### config.mk
export PLATFORM = sky130hd
export DESIGN_NAME = vga_timing
export DESIGN_NICKNAME = d
export VERILOG_FILES = /design/src/rtl/vga_timing.sv
export SDC_FILE = /design/constraint.sdc
export NUM_CORES = 1
export LEC_CHECK = 0
export CAP_MARGIN = 20
export CORE_ASPECT_RATIO = 1.1
export CORE_MARGIN = 4
export CORE_UTILIZATION = 45
export DETAILED_ROUTE_END_ITERATION = 10
export HOLD_SLACK_MARGIN = 0.15
export PLACE_DENSITY = 0.74
export SYNTH_ARGS = -nofsm -noshare
export SYNTH_HDL_FRONTEND = slang
export SYNTH_SLANG_ARGS = --single-unit
### constraint.sdc
create_clock -name CLK -period 4.5 [get_ports CLK]
set_input_delay 1.35 -clock CLK [delete_from_list [all_inputs] [get_ports CLK]]
set_output_delay 1.35 -clock CLK [all_outputs]
set_load 0.01 [all_outputs]
### src/rtl/vga_timing.sv
// 640x480@60 raster timing generator: pixel-rate divider, h/v counters and
// registered sync/blank decodes that always describe the pixel at (hPixel, vLine).
module vga_timing #(
  parameter int CLK_DIV   = 2,
  parameter int H_VISIBLE = 640,
  parameter int H_FP      = 16,
  parameter int H_SYNC    = 96,
  parameter int H_BP      = 48,
  parameter int V_VISIBLE = 480,
  parameter int V_FP      = 10,
  parameter int V_SYNC    = 2,
  parameter int V_BP      = 33
) (
  input  logic       CLK,
  input  logic       RSTn,
  output logic [9:0] hPixel,
  output logic [9:0] vLine,
  output logic       HSYNC,
  output logic       VSYNC,
  output logic       BLANK_N,
  output logic       VGA_CLK,
  output logic       pixTick,
  output logic       frameStart
);

  localparam int H_TOTAL = H_VISIBLE + H_FP + H_SYNC + H_BP;
  localparam int V_TOTAL = V_VISIBLE + V_FP + V_SYNC + V_BP;
  localparam int DIV_W   = $clog2(CLK_DIV);

  localparam logic [DIV_W-1:0] DIV_LAST = DIV_W'(CLK_DIV - 1);
  localparam logic [DIV_W-1:0] DIV_HALF = DIV_W'(CLK_DIV / 2);
  localparam logic [9:0]       H_LAST   = 10'(H_TOTAL - 1);
  localparam logic [9:0]       V_LAST   = 10'(V_TOTAL - 1);
  localparam logic [9:0]       H_ACT    = 10'(H_VISIBLE);
  localparam logic [9:0]       V_ACT    = 10'(V_VISIBLE);
  // Sync window bounds are 11 bits so an end at exactly 1024 still compares correctly.
  localparam logic [10:0]      HS_START = 11'(H_VISIBLE + H_FP);
  localparam logic [10:0]      HS_END   = 11'(H_VISIBLE + H_FP + H_SYNC);
  localparam logic [10:0]      VS_START = 11'(V_VISIBLE + V_FP);
  localparam logic [10:0]      VS_END   = 11'(V_VISIBLE + V_FP + V_SYNC);

  logic [DIV_W-1:0] div_cnt;
  logic [DIV_W-1:0] div_next;
  logic [9:0]       h_next;
  logic [9:0]       v_next;
  logic             tick_now;
  logic             frame_next;

  // Next-state: divider, counters, and the frame-wrap strobe for the coming tick cycle
  always_comb begin
    tick_now = (div_cnt == DIV_LAST);
    div_next = tick_now ? '0 : div_cnt + 1'b1;
    h_next   = hPixel;
    v_next   = vLine;
    if (tick_now) begin
      if (hPixel == H_LAST) begin
        h_next = '0;
        v_next = (vLine == V_LAST) ? '0 : vLine + 10'd1;
      end else begin
        h_next = hPixel + 10'd1;
      end
    end
    // Counters never move on the edge entering a tick cycle, so the current
    // position is the one the coming tick will wrap from.
    frame_next = (div_next == DIV_LAST) && (hPixel == H_LAST) && (vLine == V_LAST);
  end

  // Output registers: decodes come from the next counter values so they move with them
  always_ff @(posedge CLK) begin
    if (!RSTn) begin
      div_cnt    <= '0;
      hPixel     <= '0;
      vLine      <= '0;
      HSYNC      <= 1'b1;
      VSYNC      <= 1'b1;
      BLANK_N    <= 1'b1;
      VGA_CLK    <= 1'b0;
      pixTick    <= 1'b0;
      frameStart <= 1'b0;
    end else begin
      div_cnt    <= div_next;
      hPixel     <= h_next;
      vLine      <= v_next;
      HSYNC      <= !(({1'b0, h_next} >= HS_START) && ({1'b0, h_next} < HS_END));
      VSYNC      <= !(({1'b0, v_next} >= VS_START) && ({1'b0, v_next} < VS_END));
      BLANK_N    <= (h_next < H_ACT) && (v_next < V_ACT);
      VGA_CLK    <= (div_next >= DIV_HALF);
      pixTick    <= (div_next == DIV_LAST);
      frameStart <= frame_next;
    end
  end

endmodule

== Word-level counts from Yosys, hierarchy flattened ==
Index checks and enable logic that the tools add are counted.

* Add/sub/neg operators: 3
* Magnitude comparators: 7
* Equal/unequal tests: 2
* Mux-type cells: 6
* Reduce and logical (&&, ||, !) cells: 7

{| class="wikitable"
|+ Operator list
! kind !! number
|-
| 10-bit 2-to-1 mux || 5
|-
| 10-bit by 1-bit adder with 10-bit output, second input constant || 2
|-
| 10-bit equality test, second input constant || 2
|-
| 10-bit less-than comparator, second input constant || 2
|-
| 10-bit by 9-bit less-than comparator with 1-bit output, second input constant || 2
|-
| 10-bit greater-or-equal comparator, second input constant || 1
|-
| 10-bit by 9-bit greater-or-equal comparator with 1-bit output, second input constant || 1
|-
| 1-bit logical AND || 5
|-
| 1-bit zero test || 2
|-
| 1-bit adder, second input constant || 1
|-
| 1-bit greater-or-equal comparator, second input constant || 1
|-
| 1-bit 2-to-1 mux || 1
|}

* Register bits: 26
* Input bits: 2
* Output and inout bits: 26
* Logic and storage cells: 33

== Logic depth before layout (Yosys ltp) ==
Gate-level depths: netlist of run 1.

* Depth after elaboration: 7
* Gate-level depth with buffers: 8
* Mapped depth without buffers: 8

== Worst setup path after synthesis of run 1 ==
Ideal clock, no wire load.

* Path kind: reg2reg
* Start: register hPixel[0]
* End: register BLANK_N
* Setup time: 0.091 ns
* Arrival: 2.033 ns
* Required time: 4.409 ns
* Setup slack: 2.376 ns
* Cell stages (with the launch flop): 8
* Buffers on the path: 0
* Cell sequence: dfxtp_1 > ha_1 > nand2_1 > or4_4 > or2_1 > nor2_2 > xor2_1 > a311oi_1

* Longest elaborated chain between the ends: 5
* Elaborated cells between the ends (all ways): 9

{| class="wikitable"
|+ RTL lines
! what !! line !! RTL
|-
| from (decl) || 16 || <nowiki>output logic [9:0] hPixel,</nowiki>
|-
| from (signal assigned) || 82 || <nowiki>hPixel <= h_next;</nowiki>
|-
| 10-bit by 1-bit adder with 10-bit output or 10-bit equality test (tied branches) || 60, 56 ||
|-
| 10-bit 2-to-1 mux || 56 || <nowiki>if (hPixel == H_LAST) begin</nowiki>
|-
| 10-bit 2-to-1 mux || 55 || <nowiki>if (tick_now) begin</nowiki>
|-
| 10-bit less-than comparator or 10-bit by 9-bit less-than comparator with 1-bit output (tied branches) || 86 || <nowiki>BLANK_N <= (h_next < H_ACT) && (v_next < V_ACT);</nowiki>
|-
| 1-bit logical AND * || 86 ||
|-
| to (signal assigned) || 86 ||
|-
| to (decl) || 20 || <nowiki>output logic BLANK_N,</nowiki>
|}

Every way passes the cells marked *; elsewhere a longest branch is shown, timed or not.
A chain may end at the register's enable or synchronous reset.

== Worst setup path after layout of run 1 ==
* Start: register hPixel[7]
* End: output port hPixel[7]

No word-level cell between the ends.

==> metrics.txt, run 1 <==
status=completed; CTS root buf=clkbuf_4; hold_buf cts=0; unique cell type count in the Yosys netlist=44; core area=2803 um2; critical path class=flop to output port; hold path endpoint=hPixel[1]; CP arrival=1.50 ns; clock-pin transition on the worst setup and hold timing paths=0.14 ns; ranking of synthesized cells by area=dfxtp_1 (37%), xnor2_1 (6.5%), xor2_1 (5.2%), nand4_1 (5.1%), nor2_1 (3.9%); residual DRC count=0; number of synthesized flops with an enable pin=0; Cell Area, Placed=1605 um2; layout net count=182; worst slew pin tran=0.6196 ns; Post-synth top flop=dfxtp_1; Routed Antenna Nets=0; drt pass-1 iters=4; post-route cell area=1633 um2; critical path endpoint category=output port; routability cong.=0.8631; register area share after synthesis=0.3735; total CTS buffers=3; H-tree levels=1; Max Root-Sink Buffers=2; Worst path slowest cell=clkdlybuf4s50_1; number of max-cap violations=0; Buf/Inv on CP=1; drt via density=5.703; final slew viol count=0; Synth warnings=0; crit-path max FO=11; top cell type's share of synthesized area=0.3735; Layout area overhead=21.85%; Met1 Routed Length=1303 um; relative slew slack=0.5831; # placed instances=205; Setup TNS Final=0 ns; Reg-to-Reg Start=hPixel[5]; final setup vio count=0; DR top layer=met4; fin cells=209; slowest stage delay, CP=0.61 ns; Yosys reg bits=25; via count=1192; PostCTS Resize Cnt=0; period utilization=0.6336; Syn Nets=158; met2 routed wirelength=1425 um; RSZ-0062 raised after global routing=false; Post-Route WL=2971 um; Worst-Skew Late Latency=0.32 ns; Hold Startpoint=hPixel[1]; grt ovf=0; Starting DRT DRC Count=60; largest net degree at the start of global routing=15; CP startpoint kind=flop; worst endpoint required time=3.15 ns; Synth Instances=153; critical path's top delay family=buffers and inverters; initial antenna violation count=0; CP cell instances=clkdlybuf4s50_1; Mapped Area=1340 um2; Max IR drop VDD=0.1547 mV; Final min period=2.851 ns; async set or reset register ratio after synthesis=0; Synth area leader=dfxtp_1; Ant. Diodes=0; Avg Cell Area, Syn=8.758 um2; min-delay worst type=flop to flop; dpl hpwl=2274 um; Initial Util=0.4781; pwr dens=211.0 nW/um2; R2R Setup Slk=2.00 ns; met3 wire len=133 um; global-route wire length before repair=5168 um; Die Wd=60.03 um; Leakage=0.5584 nW; post-CTS setup buffer count=0; die area=3916 um2; worst r2r path cells=6; clock tree from TritonCTS=yes; # IOs=28; layout cell share with drive strength beyond 1=0.06818; Fmax=0.3507 GHz; worst hold stages=2; I/O Buffers=27; clock sink count=25; via count of the first global-routing pass=1123; gr usage total=0.1679; Die Ht=65.24 um; Fin. Hold Viols=0; DR WL/cell=14.22 um; R2R Path End=BLANK_N; Final Core Density=0.5826; Final Skew=0.003599 ns; FP Rows=20
sequential cells by signal, summed over array words and instances (netlist names):
name,cells
hPixel,10
vLine,10
BLANK_N,1
HSYNC,1
VGA_CLK,1
VSYNC,1
frameStart,1
through the flow:
stage / power, W / hold slack [ns] / setup WS, ns
2_1_floorplan: 0.0002414 / 0.5372 / 2.376
3_3_place_gp: 0.0002487 / 0.5296 / 1.554
3_5_place_dp: 0.0002489 / 0.5384 / 1.462
4_1_cts: 0.0003481 / 0.5593 / 1.634
5_1_grt: 0.0003594 / 0.5862 / 1.556
6_report: 0.0003445 / 0.5604 / 1.649
how the worst max path moves through the flow:
stage | to | from | slack (ns) | cells after the start
global placement | HSYNC | RSTn | 1.55 | 5
CTS | hPixel[7] | hPixel[7] | 1.63 | 1
floorplan | BLANK_N | hPixel[0] | 2.38 | 7
global route | hPixel[7] | hPixel[7] | 1.56 | 1
detailed placement | HSYNC | RSTn | 1.46 | 5
finish | hPixel[7] | hPixel[7] | 1.65 | 1
placed cells by master, fill, tap and decap left out, types with 2 or more instances in the layout:
| cell | netlist | final |
|---|---|---|
| nor2_1 | 14 | 14 |
| nand4_1 | 11 | 11 |
| and2_1 | 6 | 6 |
| and3_1 | 3 | 3 |
| dfxtp_1 | 25 | 25 |
| xor2_1 | 8 | 8 |
| clkbuf_4 | 0 | 3 |
| nand2_1 | 10 | 10 |
| xnor2_1 | 10 | 10 |
| ha_1 | 3 | 3 |
| a31oi_1 | 3 | 3 |
| mux2i_1 | 2 | 2 |
| nor4_1 | 2 | 2 |
| nor2b_1 | 6 | 6 |
| or3_1 | 2 | 2 |
| clkdlybuf4s50_1 | 0 | 27 |
| and4_1 | 2 | 2 |
| o21ai_0 | 5 | 5 |
| nor3b_1 | 2 | 2 |
| inv_1 | 4 | 4 |
| nand3_1 | 7 | 7 |
power breakdown:
| group | switching [W] | internal (W) | leakage [nW] |
|---|---|---|---|
| registers | 0.00000393 | 0.000224 | 0.202 |
| clock network | 0.0000673 | 0.0000333 | 0.0177 |
| logic | 0.00000718 | 0.00000910 | 0.339 |
| total | 0.0000784 | 0.000266 | 0.558 |
layout make-up:
| class | instances | area, um2 |
|---|---|---|
| fill | 267 | 1170 |
| multi-input combinational | 116 | 778.2 |
| sequential | 25 | 500.5 |
| timing repair buffer | 27 | 270.3 |
| tap | 33 | 41.29 |
| clock buffer | 3 | 22.52 |
| inverter | 4 | 15.01 |
| clock inverter | 1 | 5.005 |
synth_stat cells (4+ instances only):
cell     instances
nand3_1          7
nor2b_1          6
and2_1           6
dfxtp_1         25
xnor2_1         10
nand4_1         11
nor2_1          14
nand2_1         10
xor2_1           8
inv_1            4
o21ai_0          5
routing by layer:
metal,vias up,track usage
li1,587,-
met1,555,0.2123
met2,39,0.2662
met3,11,0.02947
met4,0,0.08864
met5,-,0
cell families after synthesis:
logic type                 count (synthesis)  share of synthesized area
and+or+nand+nor                           75                     0.3249
DFF                                       25                     0.3735
xor gates and xnor gates                  18                     0.1176
AOI/OAI and AO/OA                         17                    0.08684
buffers and inverters                     12                    0.04574
muxes                                      3                    0.02334
adders and majority gates                  3                    0.02801
(Power assumes the default switching activity.)
==> run 2, diff against run 1 <==
--- a/config.mk
+++ b/config.mk
@@ -11,7 +11,7 @@
 export CORE_UTILIZATION = 45
 export DETAILED_ROUTE_END_ITERATION = 10
 export HOLD_SLACK_MARGIN = 0.15
-export PLACE_DENSITY = 0.74
+export PLACE_DENSITY = 0.77
 export SYNTH_ARGS = -nofsm -noshare
 export SYNTH_HDL_FRONTEND = slang
 export SYNTH_SLANG_ARGS = --single-unit
==> constraint.sdc (replaced) <==
create_clock -name CLK -period 2.4 [get_ports CLK]
set_input_delay 0.72 -clock CLK [delete_from_list [all_inputs] [get_ports CLK]]
set_output_delay 0.72 -clock CLK [all_outputs]
set_load 0.01 [all_outputs]
==> run 2 against run 1 <==
Against the previous run:
- flip-flop and latch count unchanged
- cell count up 4.3%
- clock power is 81% higher
- clock skew is 0.0058 ns higher
- core utilization up 2.8 points
==> metrics.txt, run 2 (synthesis results as in run 1) <==
status=completed (unchanged); most frequent cells in the layout=clkdlybuf4s50_1 (27), dfxtp_1 (24), nor2_1 (14) (was clkdlybuf4s50_1 (27), dfxtp_1 (25), nor2_1 (14)); gr usage total=0.1750 (was 0.1679); Leakage=0.6015 nW (was 0.5584 nW); core area=2803 um2 (unchanged); worst endpoint required time=2.59 ns (was 3.15 ns); CP arrival=2.40 ns (was 1.50 ns); Routed Antenna Nets=0 (unchanged); PostCTS Resize Cnt=0 (unchanged); min-delay worst type=flop to flop (unchanged); critical path class=flop to flop (was flop to output port); drt via density=5.541 (was 5.703); Starting DRT DRC Count=23 (was 60); drt pass-1 iters=5 (was 4); grt ovf=0 (unchanged); die area=3916 um2 (unchanged); final setup vio count=0 (unchanged); slowest stage delay, CP=0.59 ns (was 0.61 ns); Worst path slowest cell=or4_4 (was clkdlybuf4s50_1); worst hold stages=2 (unchanged); initial antenna violation count=0 (unchanged); RSZ-0062 raised after global routing=false (unchanged); layout cell share with drive strength beyond 1=0.1297 (was 0.06818); H-tree levels=1 (unchanged); hold_buf cts=0 (unchanged); most common cell after layout, fill and taps aside=clkdlybuf4s50_1 (unchanged); Largest regs=hPixel x10, vLine x10 (unchanged); period utilization=0.9204; I/O Buffers=27 (unchanged); fill cell count=271 (was 267); Final Skew=0.009394 ns (was 0.003599 ns); residual DRC count=0 (unchanged); relative slew slack=0.7160 (was 0.5831); routability cong.=0.8817 (was 0.8631); via count of the first global-routing pass=1182 (was 1123); cell-internal power=0.0005056 W (was 0.0002661 W); post-route cell area=1710 um2 (was 1633 um2); critical path endpoint category=flop (was output port); worst slew pin tran=0.4221 ns (was 0.6196 ns); hold path endpoint=hPixel[1] (unchanged); worst r2r path cells=7 (was 6); FP Rows=20 (unchanged); Buf/Inv on CP=0 (was 1); # IOs=28 (unchanged); Max IR drop VDD=0.3995 mV (was 0.1547 mV); Net Sw Frac=0.2186 (was 0.2277); Layout area overhead=27.64% (was 21.85%); Die Ht=65.24 um (unchanged); Comb power frac=0.061 (was 0.047); Worst Hold Slack=0.5598 ns (was 0.5604 ns); total CTS buffers=3 (unchanged); via count=1208 (was 1192); sequential share of power=0.657 (was 0.661); Initial Util=0.4781 (unchanged); Fmax=0.4527 GHz; pwr dens=378.3 nW/um2 (was 211.0 nW/um2); Final min period=2.209 ns; largest net degree at the start of global routing=14 (was 15); clock share of power=0.283 (was 0.292); Setup TNS Final=0 ns (unchanged); dpl hpwl=2360 um (was 2274 um); Cell Area, Placed=1673 um2 (was 1605 um2); clock tree from TritonCTS=yes (unchanged); Ant. Diodes=0 (unchanged); CP cell instances=ha_2 > nand2_2 > or4_4 > or2_1 > o21ai_0 > and2_1 > nand4_1 (was clkdlybuf4s50_1); Sw Pwr=0.0001415 W (was 0.00007843 W); Die Wd=60.03 um (unchanged); Max Root-Sink Buffers=2 (unchanged); critical path's top delay family=simple AND/OR/NAND/NOR gates (was buffers and inverters); final slew viol count=0 (unchanged); Reg-to-Reg Start=hPixel[1] (was hPixel[5]); global-route wire length before repair=5395 um (was 5168 um); Hold Startpoint=hPixel[1] (unchanged); layout net count=191 (was 182); number of max-cap violations=0 (unchanged); R2R Setup Slk=0.19 ns (was 2.00 ns); Worst-Skew Late Latency=0.31 ns (was 0.32 ns); crit-path max FO=5 (was 11); CP startpoint kind=flop (unchanged); clock-pin transition on the worst setup and hold timing paths=0.13 ns (was 0.14 ns); CTS root buf=clkbuf_4 (unchanged); Post-Route WL=3080 um (was 2971 um); Fin. Hold Viols=0 (unchanged); post-CTS setup buffer count=0 (unchanged); R2R Path End=VSYNC (was BLANK_N); DR WL/cell=14.13 um (was 14.22 um); clock sink count=25 (unchanged)
==> run 2: worst max path at each step <==
stage | from | endpoint | slack, ns | depth (start not counted)
finish | hPixel[1] | VSYNC | 0.19 | 7
detailed placement | hPixel[0] | BLANK_N | 0.11 | 7
floorplan | hPixel[0] | BLANK_N | 0.28 | 7
CTS | hPixel[0] | BLANK_N | 0.07 | 7
global route | hPixel[1] | VSYNC | 0.04 | 7
global placement | hPixel[0] | VSYNC | 0.27 | 7
==> run 2: final cells by class <==
class	count	area [um2]	area share
Sequential cell	25	501.7	0.2933
Timing Repair Buffer	36	337.8	0.1975
Multi-Input combinational cell	116	788.3	0.4609
Inverter	4	15.01	0.008778
Clock buffer	4	26.28	0.01536
Tap cell	33	41.29	0.02414
==> run 2: tightest hold or removal path, stage by stage, from the launching register on <==
cell	delay (ns)
dfxtp_1	0.37
nand2b_1	0.08
a21boi_0	0.07
==> run 2: routing by layer <==
layer  part of all wire  GRT usage  up-vias
met2               0.50     0.2973       39
met3              0.049    0.02947        8
li1                   -          -      602
met5                  0          0        -
met4              0.014    0.06648        0
met1               0.44     0.2157      559
==> run 2: power groups by stage <==
| stage | sequential (W) | combinational [W] | clock [W] |
|---|---|---|---|
| floorplan | 0.000435 | 0.0000178 | 0 |
| global placement | 0.000433 | 0.0000381 | 0 |
| detailed placement | 0.000433 | 0.0000393 | 0 |
| CTS | 0.000424 | 0.0000394 | 0.000191 |
| global route | 0.000426 | 0.0000430 | 0.000213 |
| finish | 0.000425 | 0.0000394 | 0.000183 |
==> run 2: stage by stage <==
step | instances | power (W) | utilization | worst slack (ns)
after global placement | 214 | 0.0004708 | 0.5969 | 0.2683
final | 218 | 0.0006471 | 0.6103 | 0.1910
after global routing | 218 | 0.0006817 | 0.6103 | 0.03636
after CTS | 218 | 0.0006543 | 0.6063 | 0.06995
after detailed placement | 214 | 0.0004726 | 0.5969 | 0.1130
after floorplan | 153 | 0.0004526 | - | 0.2761
